## src/rtl/mult_accumulator_pkg.sv

```systemverilog
// Shared types and default constants for the multiplier / accumulator datapath.
package mult_pkg;

    localparam int unsigned MULT_SIZE  = 6;
    localparam int unsigned MACC_ACC_W = 16;
    localparam int unsigned MACC_TERMS = 4;

    typedef enum logic {
        ACCUM = 1'b0,
        HOLD  = 1'b1
    } macc_state_e;

endpackage

```

## src/rtl/mult_accumulator_if.sv

```systemverilog
// Product-in / result-out bus of the accumulator.
// The master is the upstream/downstream environment; the slave is the accumulator.
interface mult_accumulator_if import mult_pkg::*; #(
    parameter int unsigned SIZE  = MULT_SIZE,
    parameter int unsigned ACC_W = MACC_ACC_W
);
    logic               prod_valid;
    logic [2*SIZE-1:0]  product;
    logic               in_ready;
    logic               clear;
    logic               acc_valid;
    logic               acc_ready;
    logic [ACC_W-1:0]   acc_out;
    logic               overflow;

    modport master (
        output prod_valid, product, clear, acc_ready,
        input  in_ready, acc_valid, acc_out, overflow
    );

    modport slave (
        input  prod_valid, product, clear, acc_ready,
        output in_ready, acc_valid, acc_out, overflow
    );
endinterface

```

## src/rtl/mult_accumulator_sat_add.sv

```systemverilog
// Accumulator adder: returns the sum and the carry out of the top bit.
// Build option MACC_SAT_EN: when defined, a carry saturates the sum to all-ones;
// otherwise the sum wraps modulo 2^WIDTH.
module macc_sat_add #(
    parameter int unsigned WIDTH = 16
) (
    input  logic [WIDTH-1:0] a_i,
    input  logic [WIDTH-1:0] b_i,
    output logic [WIDTH-1:0] sum_o,
    output logic             carry_o
);
    logic [WIDTH:0] full;

    // Widened add, carry taken from the extra bit, optional clamp on carry.
    always_comb begin
        full    = {1'b0, a_i} + {1'b0, b_i};
        carry_o = full[WIDTH];
`ifdef MACC_SAT_EN
        sum_o   = full[WIDTH] ? '1 : full[WIDTH-1:0];
`else
        sum_o   = full[WIDTH-1:0];
`endif
    end
endmodule

```

## src/rtl/mult_accumulator.sv

```systemverilog
// Sums TERMS unsigned products into an ACC_W accumulator and presents each
// completed sum on a valid/ready port. Build option MACC_SAT_EN selects
// saturating accumulation (see macc_sat_add).
module mult_accumulator import mult_pkg::*; #(
    parameter int unsigned SIZE  = MULT_SIZE,
    parameter int unsigned ACC_W = MACC_ACC_W,
    parameter int unsigned TERMS = MACC_TERMS
) (
    input  logic               clk,
    input  logic               rst_n,
    mult_accumulator_if.slave  bus
);
    localparam int unsigned CNT_W = (TERMS > 1) ? $clog2(TERMS) : 1;

    if (ACC_W < 2*SIZE) begin : g_bad_acc_w
        $error("mult_accumulator: ACC_W must be >= 2*SIZE");
    end
    if (TERMS < 1) begin : g_bad_terms
        $error("mult_accumulator: TERMS must be >= 1");
    end

    macc_state_e       state_q, state_d;
    logic [ACC_W-1:0]  acc_q, acc_d;
    logic [CNT_W-1:0]  cnt_q, cnt_d;
    logic              ovf_q, ovf_d;
    logic [ACC_W-1:0]  out_q, out_d;

    logic [ACC_W-1:0]  sum;
    logic              carry;
    logic              last_term;
    logic              accept;
    logic              result_hs;

    macc_sat_add #(.WIDTH(ACC_W)) u_add (
        .a_i     (acc_q),
        .b_i     (ACC_W'(bus.product)),
        .sum_o   (sum),
        .carry_o (carry)
    );

    // clear takes priority over both handshakes, so it is folded out of accept.
    assign last_term = (cnt_q == CNT_W'(TERMS - 1));
    assign accept    = bus.prod_valid && (state_q == ACCUM) && !bus.clear;
    assign result_hs = (state_q == HOLD) && bus.acc_ready;

    // State register.
    always_ff @(posedge clk or negedge rst_n) begin
        if (!rst_n) begin
            state_q <= ACCUM;
        end else begin
            state_q <= state_d;
        end
    end

    // Next-state: leave ACCUM on the last accepted term, leave HOLD on handshake or clear.
    always_comb begin
        state_d = state_q;
        unique case (state_q)
            ACCUM:   if (accept && last_term)         state_d = HOLD;
            HOLD:    if (bus.clear || bus.acc_ready)  state_d = ACCUM;
            default:                                  state_d = ACCUM;
        endcase
    end

    // FSM-decoded handshake outputs and registered result outputs.
    always_comb begin
        bus.in_ready  = (state_q == ACCUM);
        bus.acc_valid = (state_q == HOLD);
        bus.acc_out   = out_q;
        bus.overflow  = ovf_q;
    end

    // Datapath next-state: accumulate, capture result, flush on clear or handshake.
    always_comb begin
        acc_d = acc_q;
        cnt_d = cnt_q;
        ovf_d = ovf_q;
        out_d = out_q;
        if (bus.clear) begin
            acc_d = '0;
            cnt_d = '0;
            ovf_d = 1'b0;
        end else if (accept) begin
            acc_d = sum;
            ovf_d = ovf_q | carry;
            if (last_term) begin
                cnt_d = '0;
                out_d = sum;
            end else begin
                cnt_d = cnt_q + CNT_W'(1);
            end
        end else if (result_hs) begin
            acc_d = '0;
            cnt_d = '0;
            ovf_d = 1'b0;
        end
    end

    // Datapath registers.
    always_ff @(posedge clk or negedge rst_n) begin
        if (!rst_n) begin
            acc_q <= '0;
            cnt_q <= '0;
            ovf_q <= 1'b0;
            out_q <= '0;
        end else begin
            acc_q <= acc_d;
            cnt_q <= cnt_d;
            ovf_q <= ovf_d;
            out_q <= out_d;
        end
    end
endmodule

```

## src/flat_wrapper.sv

```systemverilog
// flat-port wrapper written by rule: the top's interface ports become plain ports
module mult_accumulator_flat import mult_pkg::*;
#(
    parameter int unsigned SIZE  = MULT_SIZE,
    parameter int unsigned ACC_W = MACC_ACC_W,
    parameter int unsigned TERMS = MACC_TERMS
)
  (clk, rst_n, bus_prod_valid, bus_product, bus_clear, bus_acc_ready, bus_in_ready, bus_acc_valid, bus_acc_out, bus_overflow);
  mult_accumulator_if #(.SIZE(SIZE), .ACC_W(ACC_W)) bus_i ();
  input  logic clk;
  input  logic rst_n;
  input wire logic [$bits(bus_i.prod_valid)-1:0] bus_prod_valid;
  input wire logic [$bits(bus_i.product)-1:0] bus_product;
  input wire logic [$bits(bus_i.clear)-1:0] bus_clear;
  input wire logic [$bits(bus_i.acc_ready)-1:0] bus_acc_ready;
  output wire logic [$bits(bus_i.in_ready)-1:0] bus_in_ready;
  output wire logic [$bits(bus_i.acc_valid)-1:0] bus_acc_valid;
  output wire logic [$bits(bus_i.acc_out)-1:0] bus_acc_out;
  output wire logic [$bits(bus_i.overflow)-1:0] bus_overflow;
  assign bus_i.prod_valid = bus_prod_valid;
  assign bus_i.product = bus_product;
  assign bus_i.clear = bus_clear;
  assign bus_i.acc_ready = bus_acc_ready;
  assign bus_in_ready = bus_i.in_ready;
  assign bus_acc_valid = bus_i.acc_valid;
  assign bus_acc_out = bus_i.acc_out;
  assign bus_overflow = bus_i.overflow;
  mult_accumulator #(.SIZE(SIZE), .ACC_W(ACC_W), .TERMS(TERMS)) u_core (.clk(clk), .rst_n(rst_n), .bus(bus_i));
endmodule
```

## config.mk

```make
export PLATFORM = sky130hd
export DESIGN_NAME = mult_accumulator_flat
export DESIGN_NICKNAME = d
export VERILOG_FILES = /design/src/rtl/mult_accumulator_pkg.sv /design/src/rtl/mult_accumulator_if.sv /design/src/rtl/mult_accumulator_sat_add.sv /design/src/rtl/mult_accumulator.sv /design/src/flat_wrapper.sv
export SDC_FILE = /design/constraint.sdc
export NUM_CORES = 1
export LEC_CHECK = 0
export CAP_MARGIN = 15
export CORE_ASPECT_RATIO = 0.8
export CORE_MARGIN = 2
export CORE_UTILIZATION = 50
export DETAILED_ROUTE_END_ITERATION = 8
export DONT_BUFFER_PORTS = 1
export GPL_ROUTABILITY_DRIVEN = 1
export PLACE_DENSITY_LB_ADDON = 0.15
export SLEW_MARGIN = 0
export SYNTH_ARGS = -nofsm -noshare
export SYNTH_HDL_FRONTEND = slang
export SYNTH_HIERARCHICAL = 1
export SYNTH_SLANG_ARGS = --single-unit
```

## constraint.sdc

```tcl
create_clock -name clk -period 4.4 [get_ports clk]
set_input_delay 0.66 -clock clk [delete_from_list [all_inputs] [get_ports clk]]
set_output_delay 0.66 -clock clk [all_outputs]
set_load 0.005 [all_outputs]
```

# Word-level counts from Yosys, hierarchy flattened
# Index checks and enable logic that the tools add are counted.
[op_classes]
reduce_logical = 8
bitwise_logic = 3
muxes = 13
eq_ne = 1
add_sub_neg = 2
[ops]
columns = ["cell", "count"]
rows = [
  ["two-way mux 16 bit", 3],
  ["adder 16 x 12 -> 17 bit", 1],
  ["two-way mux 2 bit", 4],
  ["two-way mux 1 bit", 5],
  ["logical AND 1 bit", 4],
  ["AND reduction 3 bit", 1],
  ["nonzero test 3 bit", 1],
  ["adder 2 x 1 -> 2 bit (second input constant)", 1],
  ["== test 2 bit (second input constant)", 1],
  ["inverter 1 bit", 2],
  ["one-hot mux 1 bit (2 select lines)", 1],
  ["logical NOT 1 bit", 1],
  ["logical OR 1 bit", 1],
  ["bitwise OR 1 bit", 1],
]
[word_totals]
ff_bits = 36
elab_cells = 32
inputBits = 17
output_inout_bits = 19

# Longest topological paths before layout
# Gate-level depths: netlist of the first run.
[depth]
word_depth = 6
depth_mapped = 9
depth_no_buf = 9

# Modules after synthesis
# Netlist of the first run, hierarchy kept.
[modules_own_cells]
columns = ["mod", "area_per_inst_um2", "cells_per_inst", "n_inst"]
rows = [
  ["mult_accumulator", 1477.7, 109, 1],
  ["macc_sat_add", 855.8, 110, 1],
]

# Worst setup path before layout of the first run
# Ideal clock, no wire load.
[synth_timing]
path_kind = "in2reg"
start = "input port bus_product[0]"
end = "register u_core.out_q[12] (netlist: u_core/bus.acc_out[12])"
cell_stages = 8
required_ps = 4275
path_buffers = 0
setup_slack_ps = 1843
t_arrival_ps = 2432
setup_ps = 125
path_cell_list = "ha_1 -> fa_1 -> a21o_1 -> a221oi_2 -> o21ai_2 -> a21oi_2 -> xnor2_1 -> mux2_4"
[synth_between]
elab_chain_len = 1
[synth_rtl]
columns = ["item", "line_no", "text"]
rows = [
  ["start, declared", "flat_wrapper.sv:13", "input wire logic [$bits(bus_i.product)-1:0] bus_product;"],
  ["adder 16 x 12 -> 17 bit", "mult_accumulator_sat_add.sv:16", "full = {1'b0, a_i} + {1'b0, b_i};"],
  ["named net u_core.sum[12]", "mult_accumulator.sv:28", "logic [ACC_W-1:0] sum;"],
  ["end signal, assigned", "mult_accumulator.sv:110", "out_q <= out_d;"],
  ["end, declared", "mult_accumulator.sv:26", "logic [ACC_W-1:0] out_q, out_d;"],
]
# The timed path passes the listed nets, and every way through them passes these cells.
# A chain may end at the register's enable or synchronous reset.

# Worst setup path in the final report of the first run
[layout_timing]
start = "register u_core.acc_q[0]"
end = "register u_core.acc_q[14]"
[layout_between]
elab_chain_len = 3
[layout_rtl]
columns = ["item", "line_no", "text"]
rows = [
  ["start, declared", "mult_accumulator.sv:23", "logic [ACC_W-1:0] acc_q, acc_d;"],
  ["start signal, assigned", "mult_accumulator.sv:102", "acc_q <= '0;"],
  ["start signal, assigned", "mult_accumulator.sv:107", "acc_q <= acc_d;"],
  ["adder 16 x 12 -> 17 bit", "mult_accumulator_sat_add.sv:16", ""],
  ["named net u_core.sum[14]", "mult_accumulator.sv:28", ""],
  ["two-way mux 16 bit", "mult_accumulator.sv:83", "end else if (accept) begin"],
  ["two-way mux 16 bit", "mult_accumulator.sv:79", "if (bus.clear) begin"],
]
# The timed path passes the listed nets, and every way through them passes these cells.

==> summary.txt, run 1 <==
Final layout
  – Nets: 251
  – Post-route insts no fill: ~280
  – Share of post-route cells with drive strength above 1: 0.1613
  – Area delta synth->final: 5.201%
  – Fillers: ~430
  – N_diodes: 0

Place
  – Dpl cells: 269
  – Gp weighted congestion: 0.8547
  – Dpl ws: between 1.5 and 2 ns
  – PortBufs: 0
  – DPL Wire Length: 3279 µm

Power and ir drop
  – Pwr dens: 418.1 nW/µm²
  – Sequential power share: 0.411
  – Sw power: between 0.3 and 0.4 mW
  – Int Power: roughly 0.7 mW
  – Peak VDD IR: 0.0002383 V
  – Leakage power: 1.202 nW
  – Gate power share: 0.307
  – Clock network power share: 0.282
  – Sw Share: 0.3165

Setup path
  – Setup crit end kind: register
  – Slowest stage delay, CP: 0.42 ns
  – Critical Path Source: u_core/acc_q[0]$_DFFE_PN0P_
  – Max FO, Critical Path: 3
  – Crit path launch type: register
  – Bufs and invs on worst path: 0
  – CP max stage cell: fa_1
  – Register-to-register setup slack: 1.84 ns
  – Critical Path, Cell by Cell: ha_1 -> fa_1 -> a21o_1 -> a221oi_2 -> o21ai_2 -> o311ai_1 -> a22oi_1 -> nor2_1
  – Critical Path RT: 4.62 ns
  – Worst Setup Path Type: register to register
  – R2R depth: 8
  – Reg2reg start: u_core/acc_q[0]$_DFFE_PN0P_
  – Data arrival, critical path: 2.78 ns
  – Worst R2R End: u_core/acc_q[14]$_DFFE_PN0P_
  – CP top delay family: compound AO/OA/AOI/OAI gates

Detailed routing
  – Drt wl/cell: 16.64 µm
  – Routed length on met2: 2031 µm
  – Routed WL: 4608 µm
  – Met3 wire length: 271 µm
  – Met1 wire length: 2233 µm
  – Via density: 5.928
  – Via count: 1,642
  – DRT Pass-1 Iters: 4
  – Remaining DRCs: 0
  – Final ANT Viol Nets: 0
  – Top Layer Used: met4
  – Drt initial violations: 79

STA
  – Pins over their slew limit: 0
  – Final Setup Violations: 0
  – Slew HR: 0.3266
  – Achievable Freq: about 390 MHz
  – Worst Skew: 0.008857 ns
  – Final hold slack: ~0.053 ns
  – Min Clock Period, post-route: 2.564 ns
  – Unrepaired setup endpoints after global routing: no
  – Final WS setup: 1.836 ns
  – Sum of negative setup slack: 0 ns
  – Hold Violations, Final: 0
  – Fin crit share: 0.5827
  – Worst Max-Slew Pin Slew: between 0.9 and 1 ns

Logic synthesis
  – Async S/R FF share, synth: 1.000
  – Synth top cells by count: dfrtp_1, nor2_1, a22oi_1
  – Mapped Area: 2333 µm²
  – Unique masters post-synth: 49
  – Synth top area share: 0.3861
  – Post-Syn Instances: 219
  – Area leader, netlist: dfrtp_1
  – Cell with the most instances after synthesis: dfrtp_1
  – Main flop type after synthesis: dfrtp_1
  – Synthesis warning total: 6
  – Avg Inst Size Synth: 10.66 µm²
  – #FFs+latches synth: 36
  – Sequential element share of the synthesized area: 0.3861
  – Top post-synthesis cells by area: dfrtp_1, ha_1, mux2_4, a22oi_1, nor2_1
  – Post-synth EDFFs: 0

Global routing
  – First-pass GRT wire length: around 7700 µm
  – GRT Residual Overflow: 0
  – Initial antenna violation count: 0
  – Total GRT Usage: 0.1928
  – Vias in the first global route: 1,601
  – Largest net degree at the start of global routing: 37

Die
  – Die area: 5233 µm²
  – Initial core utilization: 0.5138
  – Die width: 80.38 µm
  – CORE AREA: 4542 µm²
  – Rows: 22
  – Die Ht: 65.10 µm
  – I/O pin cnt: 36

Clock tree
  – Clock root buffer master: clkbuf_8
  – Clock Latency Late Sink: roughly 0.29 ns
  – H-Tree Depth: 2
  – Max Root-Sink Buffers: 2
  – Clock transition at path regs: 0.08 ns
  – CTS Sinks: 36
  – CTS buffer count: 5
  – Post-CTS Resized: 0
  – CTS tree: done
  – CTS Hold Buffers Added: 0
  – Setup repair bufs after CTS: 0

Run
  – Max-cap violations: 0

Status
  – Outcome: complete, no violations

Min path
  – Worst min path class: input pin to async pin
==> cells in the final DEF, fill, tap and decap left out, types with 4 or more instances in the layout <==
| cell | count |
|---|---|
| dfrtp_1 | 36 |
| nor2_1 | 22 |
| a22oi_1 | 18 |
| ha_1 | 17 |
| mux2_4 | 10 |
| a21o_1 | 9 |
| a21oi_1 | 8 |
| mux2_2 | 7 |
| nand2_1 | 6 |
| xnor2_1 | 6 |
| clkbuf_8 | 5 |
| inv_1 | 5 |
| and3_1 | 4 |
| o21ai_0 | 4 |
| a211oi_1 | 4 |
| xor2_1 | 4 |
| conb_1 | 4 |
==> registers in the layout, indices dropped and copies added (netlist names) <==
signal / cells
u_core/cnt_q: 2
u_core/bus.overflow: 1
u_core/bus.acc_valid: 1
u_core/acc_q: 16
u_core/bus.acc_out: 16
==> worst max-delay path by stage <==
stage / cells past startpoint / slack [ns] / endpoint
CTS: 8 / 1.83 / u_core/acc_q[14]$_DFFE_PN0P_
finish: 8 / 1.84 / u_core/acc_q[14]$_DFFE_PN0P_
global route: 8 / 1.56 / u_core/acc_q[14]$_DFFE_PN0P_
detailed placement: 8 / 1.61 / u_core/acc_q[14]$_DFFE_PN0P_
global placement: 8 / 1.68 / u_core/acc_q[14]$_DFFE_PN0P_
floorplan: 8 / 1.84 / u_core/bus.acc_out[12]$_DFFE_PN0P_
==> power groups by stage <==
stage / Sequential, mW / Combinational, mW / Clock, mW
after floorplan: 0.417 / 0.274 / 0
after CTS: 0.423 / 0.313 / 0.298
after detailed placement: 0.428 / 0.311 / 0
after global placement: 0.428 / 0.302 / 0
final: 0.422 / 0.315 / 0.290
after global routing: 0.429 / 0.352 / 0.313
==> metrics by stage <==
| stage | utilization | cell area (µm²) | total power [mW] |
|---|---|---|---|
| 2_1_floorplan | - | 2345 | 0.6910 |
| 3_3_place_gp | 0.5160 | 2344 | 0.7302 |
| 3_5_place_dp | 0.5160 | 2344 | 0.7389 |
| 4_1_cts | 0.5405 | 2455 | 1.033 |
| 5_1_grt | 0.5405 | 2455 | 1.094 |
| 6_report | 0.5405 | 2455 | 1.026 |
==> worst reg2reg max path, cell delays in order, from the launching register on <==
cell and delay [ns]:
dfrtp_1 0.39, ha_1 0.24, fa_1 0.42, a21o_1 0.22, a221oi_2 0.40, o21ai_2 0.16
o311ai_1 0.38, a22oi_1 0.15, nor2_1 0.14
==> per-layer routing <==
layer  up-vias  GRT usage
met1       792     0.2623
met2        29     0.2854
met4         0    0.07627
met5         -          0
li1        813          -
met3         8    0.06319
==> kinds of logic (layout without fill, tap and decap cells) <==
kind of cell	after synthesis	after routing	share of synthesized area
buf+inv	19	14	0.04396
xor+xnor	10	10	0.03753
compound gates	64	64	0.2086
simple gates	53	53	0.1185
fa+ha+maj	18	18	0.09973
other cells	1	4	0.001607
flops	36	36	0.3861
mux	18	18	0.1040
==> cell type report <==
class | count | area [µm²] | share of cell area
Clock inverter | 3 | 42.54 | 0.01733
Clock buffer | 5 | 68.82 | 0.02803
Inverter | 5 | 18.77 | 0.007645
Sequential cell | 36 | 900.9 | 0.3670
Tap cell | 60 | 75.07 | 0.03058
Multi-Input combinational cell | 167 | 1341 | 0.5464
Timing Repair Buffer | 1 | 7.507 | 0.003058
No activity file was read; power rests on OpenSTA's default activity.
==> run 2, diff against run 1 <==
==> constraint.sdc (replaced) <==
create_clock -name clk -period 2.4 [get_ports clk]
set_input_delay 0.36 -clock clk [delete_from_list [all_inputs] [get_ports clk]]
set_output_delay 0.36 -clock clk [all_outputs]
set_load 0.005 [all_outputs]
==> run 2 against run 1 <==
Compared with the run above: power is 87% higher; clock skew rose by 0.0018 ns; non-clock buffer count rose by 9; die area unchanged; combinational power is 120% higher; critical path depth up 1; core utilization up 3.7 points; setup slack got worse by 1.7 ns; critical endpoint is now u_core/bus.acc_out[12]$_DFFE_PN0P_; wire length up 9.2%; flip-flop and latch count unchanged.
==> summary.txt, run 2 (synthesis gave the netlist of run 1 again) <==
Final layout
  – Area delta synth->final: 12.39%
  – Nets: 260
  – Commonest non-fill, non-tap cell in the layout: dfrtp_1
  – Finished Cell Area: 2623 µm²
  – Commonest non-fill, non-tap cells in the layout: dfrtp_1, nor2_1, a22oi_1, ha_1, mux2_4
  – Fillers: 392
  – N_diodes: 0
  – Share of post-route cells with drive strength above 1: 0.2345
  – Post-route insts no fill: 286

Setup path
  – R2R depth: 9
  – Critical Path, Cell by Cell: ha_2 -> fa_2 -> a21o_1 -> a221oi_2 -> buf_4 -> o21ai_4 -> a21oi_4 -> xnor2_2 -> mux2_4
  – Crit path launch type: register
  – Critical Path RT: 2.57 ns
  – Reg2reg start: u_core/acc_q[0]$_DFFE_PN0P_
  – CP max stage cell: dfrtp_1
  – Max FO, Critical Path: 3
  – Slowest stage delay, CP: 0.38 ns
  – Worst R2R End: u_core/bus.acc_out[12]$_DFFE_PN0P_
  – Setup crit end kind: register
  – Bufs and invs on worst path: 1
  – CP top delay family: compound AO/OA/AOI/OAI gates
  – Worst Setup Path Type: register to register
  – Data arrival, critical path: 2.45 ns
  – Register-to-register setup slack: 0.12 ns

STA
  – Min Clock Period, post-route: 2.279 ns
  – Worst Max-Slew Pin Slew: roughly 0.62 ns
  – Final hold slack: 0.1258 ns
  – Worst Skew: 0.01070 ns
  – Fin crit share: 0.9497
  – Pins over their slew limit: 0
  – Final Setup Violations: 0
  – Slew HR: 0.5855
  – Unrepaired setup endpoints after global routing: yes
  – Hold Violations, Final: 0
  – Achievable Freq: roughly 440 MHz
  – Sum of negative setup slack: 0 ns

Power and ir drop
  – Pwr dens: 731.9 nW/µm²
  – Leakage power: 1.255 nW
  – Peak VDD IR: 0.0003463 V
  – Total Power: 1.920 mW

Global routing
  – Routing usage on met3: 0.07005
  – GRT Residual Overflow: 0
  – Vias in the first global route: 1,635
  – GRT busiest layer: met2
  – Met1 Use GR: 0.2722
  – Initial antenna violation count: 0
  – Total GRT Usage: 0.2004
  – Largest net degree at the start of global routing: 37
  – Met2 Use GR: 0.3042
  – First-pass GRT wire length: about 8000 µm

Place
  – Dpl cells: 275
  – Gp weighted congestion: around 0.8
  – PortBufs: 0
  – DPL Wire Length: around 3400 µm
  – Area after DPL: 2389 µm²

Clock tree
  – H-Tree Depth: 2
  – Clock transition at path regs: 0.08 ns
  – CTS buffer count: 5
  – CTS tree: done
  – Max Root-Sink Buffers: 2
  – CTS Sinks: 36
  – Clock Latency Late Sink: 0.29 ns
  – Clock root buffer master: clkbuf_8

Die
  – Initial core utilization: 0.5138
  – Die Ht: between 60 and 70 µm
  – Die width: ~80 µm
  – I/O pin cnt: 36
  – Rows: 22
  – CORE AREA: 4542 µm²
  – Die area: 5233 µm²

Min path
  – Worst min path class: input pin to register
  – Hold Path Sink: u_core/acc_q[1]$_DFFE_PN0P_
  – Hold Path Depth: 1
  – Hold_sp: bus_clear

Detailed routing
  – Drt initial violations: 101
  – Drt wl/cell: 17.60 µm
  – DRT Pass-1 Iters: 4
  – Via count: around 1,700
  – Remaining DRCs: 0
  – Final ANT Viol Nets: 0
  – Routed WL: 5034 µm
  – Via density: ~6

Run
  – Max-cap violations: 0

Status
  – Outcome: complete, no violations
-- run 2: report_power, final --
part / switching (mW) / internal [mW] / leakage [nW]
logic: 0.362 / 0.337 / 0.727
registers: 0.0739 / 0.703 / 0.484
clock network: 0.211 / 0.233 / 0.0445
-- run 2: area by class of cell --
| cell class | instances | area, µm² | share of cell area |
|---|---|---|---|
| multi-input combinational | 167 | 1444 | 0.5506 |
| timing repair buffer | 10 | 90.09 | 0.03435 |
| sequential | 36 | 900.9 | 0.3435 |
| inverter | 5 | 18.77 | 0.007156 |
| clock buffer | 7 | 86.33 | 0.03292 |
| clock inverter | 1 | 7.507 | 0.002863 |
| tap | 60 | 75.07 | 0.02863 |
-- run 2: repair_timing --
| item | in CTS | in global routing |
|---|---|---|
| endpoints found under the hold margin | 36 | 0 |
| pin swaps | 1 | 10 |
| buffers inserted | 0 | 1 |
| setup endpoints to repair | 1 | 12 |
| resized for setup | 1 | 18 |
| hold buffers | 2 | 0 |
-- run 2: worst max-delay path by stage --
stage / from / end / cells after the start
finish: u_core/acc_q[0]$_DFFE_PN0P_ / u_core/bus.acc_out[12]$_DFFE_PN0P_ / 9
detailed placement: u_core/acc_q[0]$_DFFE_PN0P_ / u_core/acc_q[14]$_DFFE_PN0P_ / 9
CTS: u_core/acc_q[0]$_DFFE_PN0P_ / u_core/bus.acc_out[12]$_DFFE_PN0P_ / 9
global route: u_core/acc_q[0]$_DFFE_PN0P_ / u_core/bus.overflow$_DFFE_PN0P_ / 10
floorplan: u_core/acc_q[0]$_DFFE_PN0P_ / u_core/bus.acc_out[12]$_DFFE_PN0P_ / 8
global placement: u_core/acc_q[0]$_DFFE_PN0P_ / u_core/acc_q[14]$_DFFE_PN0P_ / 9
-- run 2: routing by layer --
metal / part of all wire / vias to the layer above / routed length, µm
met3: 0.064 / 6 / 322
met1: 0.47 / 846 / 2360
met5: 0 / - / 0
met4: 0.013 / 0 / 63
li1: - / 825 / -
met2: 0.45 / 36 / 2287
-- run 2: stage by stage --
stage | setup slack, ns | util
floorplan | 0.1157 | -
global placement | 0.05151 | 0.5259
detailed placement | -0.02158 | 0.5259
CTS | 0.0004929 | 0.5548
global route | -0.007170 | 0.5774
finish | 0.1208 | 0.5774
